## config.mk

```make
export PLATFORM = sky130hd
export DESIGN_NAME = psum_drain_row
export DESIGN_NICKNAME = d
export VERILOG_FILES = /design/src/rtl/psum_drain_row_pkg.sv /design/src/rtl/sat_acc.sv /design/src/rtl/psum_drain_row.sv
export SDC_FILE = /design/constraint.sdc
export NUM_CORES = 1
export LEC_CHECK = 0
export CORE_UTILIZATION = 32
export CTS_BUF_LIST = sky130_fd_sc_hd__clkbuf_8
export DETAILED_ROUTE_END_ITERATION = 8
export PLACE_DENSITY = 0.55
export SLEW_MARGIN = 15
export SYNTH_ARGS = -nofsm -noshare
export SYNTH_HDL_FRONTEND = slang
export SYNTH_SLANG_ARGS = --single-unit
```

## constraint.sdc

```tcl
create_clock -name clk -period 9.4 [get_ports clk]
set_input_delay 0.94 -clock clk [delete_from_list [all_inputs] [get_ports clk]]
set_output_delay 0.94 -clock clk [all_outputs]
set_load 0.01 [all_outputs]
```

## src/rtl/psum_drain_row_pkg.sv

```systemverilog
// rtl/psum_drain_row_pkg.sv - shared types and constants for the psum drain row
// Purpose : FSM state encoding and saturating-add width constants.
// Ports   : none (package).
package psum_drain_row_pkg;

  // ACCUM: captures fold into the accumulators; DRAIN: lanes stream out.
  typedef enum logic {
    ACCUM = 1'b0,
    DRAIN = 1'b1
  } drain_state_t;

  // One guard bit above acc_bw is enough to see any signed overflow of a
  // single two's-complement add (the two top bits of the sum disagree).
  localparam int unsigned SAT_GUARD = 1;

endpackage

```

## src/rtl/sat_acc.sv

```systemverilog
// rtl/sat_acc.sv - single-lane signed saturating adder
// Purpose : sum = clamp(acc + sext(psum)) to the signed acc_bw range.
// Ports   : acc  - current accumulator value (acc_bw, signed)
//           psum - incoming partial sum (psum_bw, signed)
//           sum  - saturated result (acc_bw, signed)
//           sat  - high when the result was clamped
module sat_acc
  import psum_drain_row_pkg::*;
#(
  parameter int psum_bw = 20,
  parameter int acc_bw  = 24
) (
  input  logic [acc_bw-1:0]  acc,
  input  logic [psum_bw-1:0] psum,
  output logic [acc_bw-1:0]  sum,
  output logic               sat
);

  localparam int W = acc_bw + SAT_GUARD;
  localparam logic [acc_bw-1:0] ACC_MAX = {1'b0, {(acc_bw-1){1'b1}}};
  localparam logic [acc_bw-1:0] ACC_MIN = {1'b1, {(acc_bw-1){1'b0}}};

  logic [W-1:0] acc_x;
  logic [W-1:0] psum_x;
  logic [W-1:0] wide;

  always_comb begin
    acc_x  = {{SAT_GUARD{acc[acc_bw-1]}}, acc};
    psum_x = {{(W-psum_bw){psum[psum_bw-1]}}, psum};
    wide   = acc_x + psum_x;
    // Guard bit differing from the acc_bw sign bit means overflow; the guard
    // bit carries the true sign and picks which rail to clamp to.
    sat    = wide[W-1] ^ wide[acc_bw-1];
    if (sat) begin
      sum = wide[W-1] ? ACC_MIN : ACC_MAX;
    end else begin
      sum = wide[acc_bw-1:0];
    end
  end

endmodule

```

## src/rtl/psum_drain_row.sv

```systemverilog
// rtl/psum_drain_row.sv - per-lane psum accumulator row with serial drain
// Purpose : accumulate M lanes of partial sums per output group, then stream
//           the accumulators out one lane per accepted beat.
// Ports   : clk, reset (async, active-low)
//           capture, last_tile, psum_in[M*psum_bw] - psum input side
//           relu_en   - zero negative values on the output beat
//           clear_err - clears sat_err / drop_err
//           out_ready, out_valid, out_data[acc_bw], out_lane - drain stream
//           busy      - high while draining
//           sat_err, drop_err - sticky error flags
module psum_drain_row
  import psum_drain_row_pkg::*;
#(
  parameter int psum_bw = 20,
  parameter int M       = 4,
  parameter int acc_bw  = 24
) (
  input  logic                   clk,
  input  logic                   reset,
  input  logic                   capture,
  input  logic                   last_tile,
  input  logic [M*psum_bw-1:0]   psum_in,
  input  logic                   relu_en,
  input  logic                   clear_err,
  input  logic                   out_ready,
  output logic                   out_valid,
  output logic [acc_bw-1:0]      out_data,
  output logic [$clog2(M)-1:0]   out_lane,
  output logic                   busy,
  output logic                   sat_err,
  output logic                   drop_err
);

  localparam int LW = $clog2(M);
  localparam logic [LW-1:0] LAST_LANE = LW'(M - 1);

  drain_state_t state_q, state_d;

  logic [acc_bw-1:0] acc_q [M];
  logic [acc_bw-1:0] sum   [M];
  logic [M-1:0]      sat_lane;
  logic [LW-1:0]     lane_q;
  logic              sat_err_q;
  logic              drop_err_q;

  logic take;
  logic drop;
  logic beat;
  logic last_beat;
  logic [acc_bw-1:0] sel;

  for (genvar g = 0; g < M; g++) begin : g_lane
    sat_acc #(
      .psum_bw(psum_bw),
      .acc_bw (acc_bw)
    ) u_sat_acc (
      .acc (acc_q[g]),
      .psum(psum_in[(g+1)*psum_bw-1 -: psum_bw]),
      .sum (sum[g]),
      .sat (sat_lane[g])
    );
  end

  always_ff @(posedge clk or negedge reset) begin
    if (!reset) begin
      state_q <= ACCUM;
    end else begin
      state_q <= state_d;
    end
  end

  always_comb begin
    state_d   = state_q;
    out_valid = 1'b0;
    busy      = 1'b0;
    take      = 1'b0;
    drop      = 1'b0;
    beat      = 1'b0;
    last_beat = 1'b0;
    case (state_q)
      ACCUM: begin
        if (capture) begin
          take = 1'b1;
          if (last_tile) begin
            state_d = DRAIN;
          end
        end
      end
      DRAIN: begin
        out_valid = 1'b1;
        busy      = 1'b1;
        drop      = capture;
        if (out_ready) begin
          beat = 1'b1;
          if (lane_q == LAST_LANE) begin
            last_beat = 1'b1;
            state_d   = ACCUM;
          end
        end
      end
      default: state_d = ACCUM;
    endcase
  end

  always_ff @(posedge clk or negedge reset) begin
    if (!reset) begin
      for (int i = 0; i < M; i++) acc_q[i] <= '0;
      lane_q     <= '0;
      sat_err_q  <= 1'b0;
      drop_err_q <= 1'b0;
    end else begin
      if (last_beat) begin
        for (int i = 0; i < M; i++) acc_q[i] <= '0;
        lane_q <= '0;
      end else begin
        if (take) begin
          for (int i = 0; i < M; i++) acc_q[i] <= sum[i];
        end
        if (beat) begin
          lane_q <= lane_q + 1'b1;
        end
      end
      // A new error event in the same cycle wins over clear_err.
      sat_err_q  <= (take & (|sat_lane)) | (sat_err_q & ~clear_err);
      drop_err_q <= drop | (drop_err_q & ~clear_err);
    end
  end

  // Output mux reads only flopped state; out_ready never reaches out_data.
  always_comb begin
    sel      = acc_q[lane_q];
    out_data = (relu_en && sel[acc_bw-1]) ? '0 : sel;
  end

  assign out_lane = lane_q;
  assign sat_err  = sat_err_q;
  assign drop_err = drop_err_q;

endmodule

```

==> out/results.ini <==
[outcome]
outcome=finished clean

[logic_synthesis]
async_flop_share=1.00
ys_seq_elements=101
syn_area_um2=9780
avgSynthCellArea_um2=8.49
synthFlopType=dfrtp_1
synth_top_area_share=0.259
synth_cell_type_count=80
ys.warnings.count=0
synth_enable_flop_cells=0
synth_most_common_cell=nand2_1
synth_common_cells=125 x nand2_1, 103 x ha_1, 101 x dfrtp_1, 101 x nor2_1, 99 x o21ai_0
synth_area_leaders=dfrtp_1 26%, ha_1 13%, mux4_2 5.5%
ys_seq_area_frac=0.259
synth_nets=1345
synthCells=1151
synth_area_leader_cell=dfrtp_1

[detailed_routing]
postRouteAntennaNets=0
wire_per_inst_um=18.8
drcViolationCount=0
drt-total-wl_um=30600
first_pass_iters=5
first_iter_violations=647
vias=9009
viasPerCell=5.53

[worst_setup_path]
path_class=input port to flip-flop
slowest_stage=ha_1
cp_slowest_stage_delay_ps=790
r2r_slack_ps=4480
cp-end-kind=flip-flop
worstPathRequired_ps=9660
arrival_ps=5680
ff2ff_path_depth=14
path_max_fanout=26
worst_setup_path_start_kind=input port
path_cells=clkdlybuf4s50_1 > ha_1 > inv_1 > fa_1 > nand2b_1 > a21oi_1 > o41a_1 > nor3_1 > nor3_1 > o41ai_1 > nor2b_1 > o21ai_0 > ha_1 > o221a_2 > o21ai_0

[timing]
post-route-period-util=0.576
final_max_slew_viol_count=0
finalClockSkew_ps=26.8
setup_tns_ps=0
setup_viol=0
max_freq_mhz=185
hold_viol=0
relSlewSlack=0.307
tightestPinTransition_ps=1040
period_needed_ps=5420
rsz0062_at_grt=no

[floorplanning]
die_w_um=177
start_util=0.327
coreArea_um2=29900
num_rows=63
ios=117
dieArea_um2=31300
dieHeight_um=177

[worst_hold_path]
hp-class=flip-flop to flip-flop
whs_path_depth=2

[power]
netSwitchingPower_w=0.00219
powerDensity_nw_per_um2=385
clkPwrFrac=0.073
leakagePower_nw=5.02
vdd_drop_max_mv=0.178
sequentialPowerShare=0.216
switching_share=0.499
p_comb_frac=0.712
p_int_w=0.00220

[final_layout]
num-fill-cells=3089
areaGrowthSynthToFinish_pct=16.7
nNetsFinal=1428
antenna_cells=0
stdcell_count=1628
drive_gt1_frac=0.0598

[clock_network]
cts_resized=0
cts_root_buffer=clkbuf_8
cts_buffers=9
ctsHoldBuffers=0
cts_tree=built
clk_pin_slew_ps=110
clockBufferDepth=2
clk_latency_ps=400
cts.sinks=101
htree_levels=3
postCtsSetupBuffers=0

[global_routing]
grt_overflow_total=0
grt_first_pass_wirelength_um=47600
grt_pass1_vias=8646
grt_usage=0.197
grt_start_max_net_pins=61
antenna_found_initial=1

[place]
io_buffers=116
post-place-cells=1613
place_hpwl_um=23900
place_congestion=0.886

[flow_run]
maxCapViolations=0

[area by class of cell]
| cell class | instances | area (µm²) | area share |
|---|---|---|---|
| clock buffer | 10 | 138 | 0.0121 |
| tap | 390 | 488 | 0.0428 |
| multi-input combinational | 968 | 6850 | 0.601 |
| timing repair buffer | 122 | 1200 | 0.106 |
| sequential | 101 | 2530 | 0.222 |
| clock inverter | 5 | 76.3 | 0.00669 |
| inverter | 32 | 120 | 0.0105 |
[per-stage QoR]
stage / setup WS (ps) / utilization / power [W] / instance area [µm²] / hold WS [ps]
final: 3980 / 0.382 / 0.00440 / 11400 / 507
after global routing: 3680 / 0.382 / 0.00480 / 11400 / 542
after CTS: 3990 / 0.382 / 0.00440 / 11400 / 514
after detailed placement: 3580 / 0.375 / 0.00407 / 11200 / 491
after global placement: 3520 / 0.375 / 0.00405 / 11200 / 486
after floorplan: 5180 / - / 0.00314 / 9780 / 460
[critical path, delay by kind of cell]
| kind | cells | cell delay, ps |
|---|---|---|
| AOI/OAI and AO/OA | 6 | 2190 |
| and+or+nand+nor | 4 | 830 |
| buffers and inverters | 2 | 490 |
| adders and majority gates | 3 | 1210 |
[cell families after synthesis]
logic type,after synthesis,synth area share
AO/OA/AOI/OAI,411,0.271
AND/OR/NAND/NOR,362,0.175
adder cells (fa/ha/maj),107,0.140
flip-flops,101,0.259
buffers and inverters,82,0.0415
XOR/XNOR,58,0.0520
multiplexers,30,0.0618
[flip-flops by register name (all words and copies together) (netlist names)]
register  count
out_lane      2
drop_err      1
acc_q        96
state_q       1
sat_err       1
[routing by layer]
| layer | wire length [µm] | up-vias | global-route usage |
|---|---|---|---|
| li1 | - | 4424 | - |
| met1 | 14200 | 4318 | 0.269 |
| met2 | 14200 | 221 | 0.319 |
| met3 | 1240 | 46 | 0.0189 |
| met4 | 984 | 0 | 0.0779 |
| met5 | 0 | - | 0 |
[power by group through the flow]
stage / Combinational, W / Clock, W / Sequential, W
after detailed placement: 0.00311 / 0 / 0.000956
after floorplan: 0.00237 / 0 / 0.000772
after global routing: 0.00348 / 0.000342 / 0.000978
after CTS: 0.00313 / 0.000327 / 0.000946
after global placement: 0.00310 / 0 / 0.000954
final: 0.00313 / 0.000319 / 0.000949
[layout by cell type (no fill, tap or decap), drive strengths merged, types with 18 or more instances in the layout]
cell and instances:
o21ai 132, nand2 126, clkdlybuf4s50 115, ha 103
nor2 101, dfrtp 101, a21oi 91, xnor2 37
a21o 37, nor2b 35, inv 33, mux4 24
xor2 21, a32oi 21, o21a 20, nand2b 18
[final timing paths]
path / to / startpoint
min in group asynchronous: acc_q[72] / reset
max: acc_q[9] / psum_in[60]
min: acc_q[71] / acc_q[71]
min reg2reg: acc_q[71] / acc_q[71]
max reg2reg: acc_q[9] / acc_q[0]
max in group asynchronous: out_lane[0] / reset
(Power assumes the default switching activity.)
